$ cat src/rtl/vga_timing_ctrl.sv
`default_nettype none
// ============================================================================
// Module : vga_timing_ctrl
// Desc   : VGA pixel-tick divider, h/v scan counters, sync/video decode and
//          frame-aligned start/stop sequencing.
// Rev    : 1.0  initial release
// ============================================================================
module vga_timing_ctrl #(
  parameter int H_VISIBLE = 640,
  parameter int H_FP      = 16,
  parameter int H_SYNC    = 96,
  parameter int H_BP      = 48,
  parameter int V_VISIBLE = 480,
  parameter int V_FP      = 10,
  parameter int V_SYNC    = 2,
  parameter int V_BP      = 33,
  parameter int PIX_DIV   = 4,
  parameter bit SYNC_POL  = 1'b0,
  localparam int H_TOTAL  = H_VISIBLE + H_FP + H_SYNC + H_BP,
  localparam int V_TOTAL  = V_VISIBLE + V_FP + V_SYNC + V_BP,
  localparam int HW       = $clog2(H_TOTAL),
  localparam int VW       = $clog2(V_TOTAL)
) (
  input  logic          clk,
  input  logic          rst,
  input  logic          i_start,
  input  logic          i_stop,
  output logic          o_busy,
  output logic          o_pix_tick,
  output logic [HW-1:0] o_hcnt,
  output logic [VW-1:0] o_vcnt,
  output logic          o_hsync,
  output logic          o_vsync,
  output logic          o_video_on,
  output logic          o_line_end,
  output logic          o_frame_start,
  output logic          o_frame_done
);

  localparam int DW = $clog2(PIX_DIV);

  localparam logic [DW-1:0] c_div_last = DW'(PIX_DIV - 1);
  localparam logic [HW-1:0] c_h_last   = HW'(H_TOTAL - 1);
  localparam logic [VW-1:0] c_v_last   = VW'(V_TOTAL - 1);
  localparam logic [HW-1:0] c_h_vis    = HW'(H_VISIBLE);
  localparam logic [VW-1:0] c_v_vis    = VW'(V_VISIBLE);
  localparam logic [HW-1:0] c_hs_first = HW'(H_VISIBLE + H_FP);
  localparam logic [HW-1:0] c_hs_last  = HW'(H_VISIBLE + H_FP + H_SYNC - 1);
  localparam logic [VW-1:0] c_vs_first = VW'(V_VISIBLE + V_FP);
  localparam logic [VW-1:0] c_vs_last  = VW'(V_VISIBLE + V_FP + V_SYNC - 1);

  typedef enum logic [1:0] {
    S_IDLE     = 2'd0,
    S_RUN      = 2'd1,
    S_STOPPING = 2'd2
  } state_t;

  state_t        r_state, w_state_nxt;
  logic [DW-1:0] r_div, w_div_nxt;
  logic [HW-1:0] r_hcnt, w_hcnt_nxt;
  logic [VW-1:0] r_vcnt, w_vcnt_nxt;
  logic          r_hsync, r_vsync, r_video_on;
  logic          r_line_end, r_frame_start, r_frame_done;
  logic          w_tick, w_hwrap, w_fwrap, w_busy_nxt;
  logic          w_hsync_nxt, w_vsync_nxt, w_video_nxt;
  logic          w_line_end_nxt, w_frame_start_nxt, w_frame_done_nxt;

  always_comb begin
    w_tick            = (r_state != S_IDLE) && (r_div == c_div_last);
    w_hwrap           = w_tick && (r_hcnt == c_h_last);
    w_fwrap           = w_hwrap && (r_vcnt == c_v_last);
    w_state_nxt       = r_state;
    w_div_nxt         = r_div;
    w_hcnt_nxt        = r_hcnt;
    w_vcnt_nxt        = r_vcnt;
    w_line_end_nxt    = 1'b0;
    w_frame_start_nxt = 1'b0;
    w_frame_done_nxt  = 1'b0;

    case (r_state)
      S_IDLE: begin
        if (i_start) begin
          w_state_nxt       = S_RUN;
          w_frame_start_nxt = 1'b1;
        end
      end
      S_RUN: begin
        if (i_stop) w_state_nxt = S_STOPPING;
      end
      S_STOPPING: begin
        // A start on the final wrap tick keeps the scan running.
        if (i_start)      w_state_nxt = S_RUN;
        else if (w_fwrap) w_state_nxt = S_IDLE;
      end
      default: w_state_nxt = S_IDLE;
    endcase

    if (r_state == S_IDLE) begin
      if (i_start) begin
        w_div_nxt  = '0;
        w_hcnt_nxt = '0;
        w_vcnt_nxt = '0;
      end
    end else begin
      w_div_nxt = w_tick ? '0 : r_div + DW'(1);
      if (w_tick) begin
        w_hcnt_nxt = w_hwrap ? '0 : r_hcnt + HW'(1);
        if (w_hwrap) w_vcnt_nxt = w_fwrap ? '0 : r_vcnt + VW'(1);
        w_line_end_nxt    = w_hwrap;
        w_frame_start_nxt = w_fwrap && (w_state_nxt != S_IDLE);
        w_frame_done_nxt  = w_fwrap && (w_state_nxt == S_IDLE);
      end
    end

    // Decode from next-state counters so syncs line up with hcnt/vcnt.
    w_busy_nxt  = (w_state_nxt != S_IDLE);
    w_hsync_nxt = (w_busy_nxt && (w_hcnt_nxt >= c_hs_first) && (w_hcnt_nxt <= c_hs_last))
                  ? SYNC_POL : ~SYNC_POL;
    w_vsync_nxt = (w_busy_nxt && (w_vcnt_nxt >= c_vs_first) && (w_vcnt_nxt <= c_vs_last))
                  ? SYNC_POL : ~SYNC_POL;
    w_video_nxt = w_busy_nxt && (w_hcnt_nxt < c_h_vis) && (w_vcnt_nxt < c_v_vis);
  end

  always_ff @(posedge clk) begin
    if (rst) begin
      r_state       <= S_IDLE;
      r_div         <= '0;
      r_hcnt        <= '0;
      r_vcnt        <= '0;
      r_hsync       <= ~SYNC_POL;
      r_vsync       <= ~SYNC_POL;
      r_video_on    <= 1'b0;
      r_line_end    <= 1'b0;
      r_frame_start <= 1'b0;
      r_frame_done  <= 1'b0;
    end else begin
      r_state       <= w_state_nxt;
      r_div         <= w_div_nxt;
      r_hcnt        <= w_hcnt_nxt;
      r_vcnt        <= w_vcnt_nxt;
      r_hsync       <= w_hsync_nxt;
      r_vsync       <= w_vsync_nxt;
      r_video_on    <= w_video_nxt;
      r_line_end    <= w_line_end_nxt;
      r_frame_start <= w_frame_start_nxt;
      r_frame_done  <= w_frame_done_nxt;
    end
  end

  assign o_busy        = (r_state != S_IDLE);
  assign o_pix_tick    = w_tick;
  assign o_hcnt        = r_hcnt;
  assign o_vcnt        = r_vcnt;
  assign o_hsync       = r_hsync;
  assign o_vsync       = r_vsync;
  assign o_video_on    = r_video_on;
  assign o_line_end    = r_line_end;
  assign o_frame_start = r_frame_start;
  assign o_frame_done  = r_frame_done;

endmodule
`default_nettype wire
$ cat config.mk
export PLATFORM = sky130hd
export DESIGN_NAME = vga_timing_ctrl
export DESIGN_NICKNAME = d
export VERILOG_FILES = /design/src/rtl/vga_timing_ctrl.sv
export SDC_FILE = /design/constraint.sdc
export NUM_CORES = 1
export LEC_CHECK = 0
export BUFFER_PORTS_ARGS = -buffer_cell sky130_fd_sc_hd__buf_2
export CAP_MARGIN = 20
export CORE_ASPECT_RATIO = 0.9
export CORE_UTILIZATION = 29
export CTS_BUF_LIST = sky130_fd_sc_hd__clkbuf_4 sky130_fd_sc_hd__clkbuf_8 sky130_fd_sc_hd__clkbuf_16
export DETAILED_ROUTE_END_ITERATION = 7
export GPL_TIMING_DRIVEN = 0
export RECOVER_POWER = 100
export SLEW_MARGIN = 20
export SYNTH_ARGS = -nofsm -noshare
export SYNTH_HDL_FRONTEND = slang
export SYNTH_SLANG_ARGS = --single-unit
$ cat constraint.sdc
create_clock -name clk -period 2.08 [get_ports clk]
set_input_delay 0 -clock clk [delete_from_list [all_inputs] [get_ports clk]]
set_output_delay 0 -clock clk [all_outputs]
set_load 0.05 [all_outputs]
-- Yosys cells after proc, flatten, opt, wreduce, memory -nomap -nowiden
Cells that the tools add are included.
- register bits: 30
- output and inout bits: 28
- $add $sub $neg: 3
- order comparisons: 6
- eq/ne operators: 6
- multiplexer cells: 23
- bitwise operators: 1
- reductions and logical operators: 16
- operators by type and width (cell ; count):
    $mux W10 ; 9
    $add A10 B1 Y10 const B ; 2
    $eq A10 B10 Y1 const B ; 2
    $mux W2 ; 7
    $logic_and A1 B1 Y1 ; 11
    $ge A10 B10 Y1 const B ; 1
    $ge A10 B9 Y1 const B ; 1
    $le A10 B10 Y1 const B ; 1
    $le A10 B9 Y1 const B ; 1
    $lt A10 B10 Y1 const B ; 1
    $lt A10 B9 Y1 const B ; 1
    $mux W1 ; 6
    $pmux W2 S3 ; 1
    $eq A2 B2 Y1 const B ; 2
    $logic_not A2 Y1 ; 2
    $reduce_bool A2 Y1 ; 2
    $reduce_or A3 Y1 ; 1
    $add A2 B1 Y2 const B ; 1
    $eq A2 B1 Y1 const B ; 1
    $ne A2 B2 Y1 const B ; 1
    $not A1 Y1 ; 1

-- Logic depth before layout (Yosys ltp)
- depth after elaboration: 12
- gate-level depth with buffers: 9
- mapped depth without buffers: 8

-- Worst setup path before layout
OpenSTA, ideal clock, no wires.
- path type: reg2reg
- start point: register r_hcnt[2], in the netlist o_hcnt[2]
- end point: register r_vsync, in the netlist o_vsync
- library setup time: 0.137 ns
- arrival: 2.352 ns
- required time: 1.943 ns
- setup slack: -0.409 ns
- cell stages (with the launch flop): 8
- buffers on the path: 1
- clock period less this slack: 2.489 ns
- cell sequence: dfxtp_1 -> nand3_1 -> buf_2 -> or4_1 -> o311ai_1 -> o21ai_1 -> nor3_2 -> nand4_1
- longest elaborated chain between the ends: 11
- elaborated cells on any way between the ends: 16
- those cells by class: 2 x order compare; 1 x eq/ne; 8 x mux; 5 x reduce/logical
- ends and longest elaborated chain (element ; RTL line ; text):
    start, declared ; 60 ; logic [HW-1:0] r_hcnt, w_hcnt_nxt;
    start signal, assigned ; 139 ; r_hcnt <= w_hcnt_nxt;
    $eq A10 B10 Y1 * ; 70 ; w_hwrap = w_tick && (r_hcnt == c_h_last);
    $logic_and A1 B1 Y1 * ; 70 ;
    $logic_and A1 B1 Y1 ; 71 ; w_fwrap = w_hwrap && (r_vcnt == c_v_last);
    $mux W10 (2 in series) ; 108 ; if (w_hwrap) w_vcnt_nxt = w_fwrap ? '0 : r_vcnt + VW'(1);
    $mux W10 ; 106 ; if (w_tick) begin
    $mux W10 ; 98 ; if (r_state == S_IDLE) begin
    $ge A10 B9 Y1 ; 119 ; w_vsync_nxt = (w_busy_nxt && (w_vcnt_nxt >= c_vs_first) && (w_vcnt_nxt <= c_vs_last))
    $logic_and A1 B1 Y1 ; 119 ;
    $logic_and A1 B1 Y1 * ; 119 ;
    $mux W1 * ; 120 ; ? SYNC_POL : ~SYNC_POL;
    end signal, assigned ; 131 ; r_vsync <= ~SYNC_POL;
    end signal, assigned ; 142 ; r_vsync <= w_vsync_nxt;
    end, declared ; 62 ; logic r_hsync, r_vsync, r_video_on;
Mark *: on every way between the ends. The rest lies on a longest branch, timed or not.
A chain may end at the register's enable or synchronous reset.

-- Final worst setup path
- start point: register r_state[1]
- end point: register r_vsync, in the netlist o_vsync
- longest elaborated chain between the ends: 12
- elaborated cells on any way between the ends: 22
- those cells by class: 2 x order compare; 2 x eq/ne; 10 x mux; 8 x reduce/logical
- ends and longest elaborated chain (element ; RTL line ; text):
    start, declared ; 58 ; state_t r_state, w_state_nxt;
    start signal, assigned ; 137 ; r_state <= w_state_nxt;
    $reduce_bool A2 Y1 ; 69 ; w_tick = (r_state != S_IDLE) && (r_div == c_div_last);
    $logic_and A1 B1 Y1 ; 69 ;
    $logic_and A1 B1 Y1 ; 70 ;
    $logic_and A1 B1 Y1 ; 71 ;
    $mux W10 (2 in series) ; 108 ;
    $mux W10 ; 106 ;
    $mux W10 ; 98 ;
    $ge A10 B9 Y1 ; 119 ;
    $logic_and A1 B1 Y1 ; 119 ;
    $logic_and A1 B1 Y1 * ; 119 ;
    $mux W1 * ; 120 ;
Marked as above.

==> results by group <==
Status
  • Status: complete, but fails checks
  • Failing checks: setup timing

Drt
  • Starting DRT DRC Count: 71
  • Met3 WL: 198 um
  • Detailed Route WL: 4780 um
  • Vias: 1671
  • Top Metal Used: met4
  • Via/cell ratio: 5.19
  • Metal2 WL: 2200 um
  • Wl on met1: 2330 um
  • Residual DRC: 0
  • Antenna Nets Post-Route: 0
  • First drt pass iteration count: 4
  • Routed WL per cell: 14.8 um

Finish
  • Non-filler cells, final: 322
  • Antenna fix cells: 0
  • Layout cells sized above 1: 0.313
  • Fillers: 592
  • Commonest non-fill, non-tap cell in the layout: clkbuf_1
  • Layout net count: 259
  • Final instance area: 2320 sq um
  • Commonest non-fill, non-tap cells in the layout: clkbuf_1, nor2_1, dfxtp_1
  • Layout Area Growth over Synthesis: 33.5%

Floorplan
  • Starting density of the core: 0.304
  • Die height: 75.5 um
  • Die width: 83.6 um
  • IO Pins: 32
  • Core area: 5730 sq um
  • Die area: 6310 sq um
  • Row Count: 26

CTS
  • Clk buf depth: 2
  • TritonCTS clock tree: built
  • Clock root cell: clkbuf_8
  • CTS H-tree lvls: 2
  • Clock sink count: 30
  • Clock transition at the registers of the reported paths: 0.07 ns
  • Num CTS Buffers: 5
  • Later-pin clock latency in the skew report: 0.29 ns

Timing
  • Final Hold Vio Count: 0
  • RSZ-0062 raised after global routing: yes
  • Final worst-path cycle share: 1.07
  • Max-slew violations: 0
  • Final setup viols: 4
  • Final WS setup: -0.143 ns
  • Clk_skew: 0.00850 ns
  • Total negative slack: -0.363 ns
  • Slew headroom: 0.475
  • F_max: 450 MHz
  • Worst slew pin tran: 0.784 ns
  • Final min period: 2.22 ns

Setup path
  • CP peak stage delay: 0.41 ns
  • Arr. time, crit path: 2.37 ns
  • Critical Path Start: r_state[1]
  • Worst path most repeated cell: buf_4
  • Largest fanout on the critical path: 10
  • Setup crit end: o_vsync
  • FF-to-FF setup slack: -0.14 ns
  • Critical R2R Launch: r_state[1]
  • Worst EP required: 2.23 ns
  • Worst-path cell chain: clkbuf_8 > o211ai_4 > nor4_4 > buf_4 > buf_4 > a31oi_1 > a21boi_2 > nor4_2 > nand4_1
  • Setup CP Type: reg -> reg
  • Reg2reg end: o_vsync
  • Crit-path slowest cell: o211ai_4
  • Crit path launch type: flip-flop
  • Worst Reg-to-Reg Cells: 9
  • Crit end category: flip-flop

Synth
  • Synth Cell Area: 1740 sq um
  • Yosys reg bits: 30
  • FFs w/ async S/R, synth: 0
  • Yosys warning total: 0
  • Cells after synthesis: 201
  • Register area share after synthesis: 0.345
  • Post-synthesis cell type count: 55
  • Main synth FF type: dfxtp_1
  • Synth Net Count: 209
  • Avg Cell Area, Syn: 8.65 sq um
  • Post-synth EDFFs: 0

Global routing
  • Gr usage total: 0.152
  • Largest net degree at the start of global routing: 11
  • Gr ovfl total: 0
  • Initial antenna violation count: 0
  • First-pass GRT wire length: 7500 um
  • Vias in the first global route: 1558

Placed design
  • Cell Area, Placed: 2020 sq um
  • Pre-CTS WS: -0.493 ns
  • Placed instance count: 301
  • DPL Wire Length: 3330 um
  • Number of port buffers: 30
  • Gpl congestion: 0.831

Job
  • # Max-Cap Violations: 0

Power and ir drop
  • LEAKAGE: 0.853 nW
  • Power per cell area: 520 nW/um^2
  • Worst vdd ir: 0.263 mV

Worst hold path
  • Hold Crit Class: in -> reg
## critical path: cells and delay by family, from the launching register on
family | cells | cell delay, ns
AOI/OAI and AO/OA | 3 | 0.71
and+or+nand+nor | 3 | 0.59
buffers and inverters | 3 | 0.47
DFF | 1 | 0.31
## state kept, by name, indices dropped and copies added, names as in the netlist, 2 cells and up
signal   count
o_hcnt      10
o_vcnt      10
r_div        2
r_state      2
## area by class of cell
cell class / instances / area [sq um] / share of cell area
multi-input combinational: 151 / 1180 / 0.508
clock buffer: 7 / 83.8 / 0.0361
tap: 70 / 87.6 / 0.0377
timing repair buffer: 44 / 225 / 0.0970
inverter: 10 / 40.0 / 0.0173
sequential: 30 / 639 / 0.275
buffer: 9 / 61.3 / 0.0264
clock inverter: 1 / 3.75 / 0.00162
## cell families after synthesis
family | synth area share
simple gates | 0.318
compound gates | 0.236
flops | 0.345
buf+inv | 0.0604
fa+ha+maj | 0.0288
mux | 0.0115
## cell usage after synthesis, types with 4 or more instances
master / count / area, sq um
dfxtp_1: 30 / 601
nor2_1: 29 / 109
a21oi_1: 16 / 80.1
inv_1: 10 / 37.5
nand2_1: 8 / 30.0
nor2b_1: 8 / 50.1
nor3_1: 7 / 35.0
nand3_1: 6 / 30.0
clkbuf_1: 5 / 18.8
o21ai_0: 5 / 25.0
a31oi_1: 4 / 25.0
ha_1: 4 / 50.1
o211ai_1: 4 / 30.0
o21ai_1: 4 / 20.0
## per-layer routing
layer / vias up / GRT usage
met1: 789 / 0.192
met4: 0 / 0.0490
met2: 33 / 0.259
li1: 844 / -
met5: - / 0
met3: 5 / 0.0368
## power by group
group          internal, mW  total [mW]  switching, mW
combinational        0.0497       0.150          0.101
sequential            0.571       0.577        0.00561
clock                 0.259       0.480          0.221
total                 0.880        1.21          0.328
## worst min path at each step
stage | startpoint | to | slack (ns) | depth (start not counted)
finish | rst | o_vcnt[3] | 0.16 | 2
global route | rst | o_hcnt[4] | 0.18 | 2
CTS | i_start | o_frame_done | 0.16 | 4
detailed placement | i_stop | r_state[1] | 0.28 | 3
global placement | i_stop | r_state[1] | 0.28 | 3
floorplan | i_stop | r_state[1] | 0.15 | 2
## stage by stage
step / total power, mW / utilization / hold WS (ns)
2_1_floorplan: 0.685 / - / 0.148
6_report: 1.21 / 0.405 / 0.156
4_1_cts: 1.21 / 0.395 / 0.161
5_1_grt: 1.26 / 0.405 / 0.184
3_3_place_gp: 0.720 / 0.353 / 0.275
3_5_place_dp: 0.722 / 0.354 / 0.283
## repair_timing
item                                   CTS  global route
hold buffers                             1             0
setup endpoints to repair               10             9
buffers inserted                         9             4
pin swaps                               10            13
gates cloned                             0             0
endpoints found under the hold margin    1             0
resized for setup                       17            16
No activity file was read; power rests on OpenSTA's default activity.
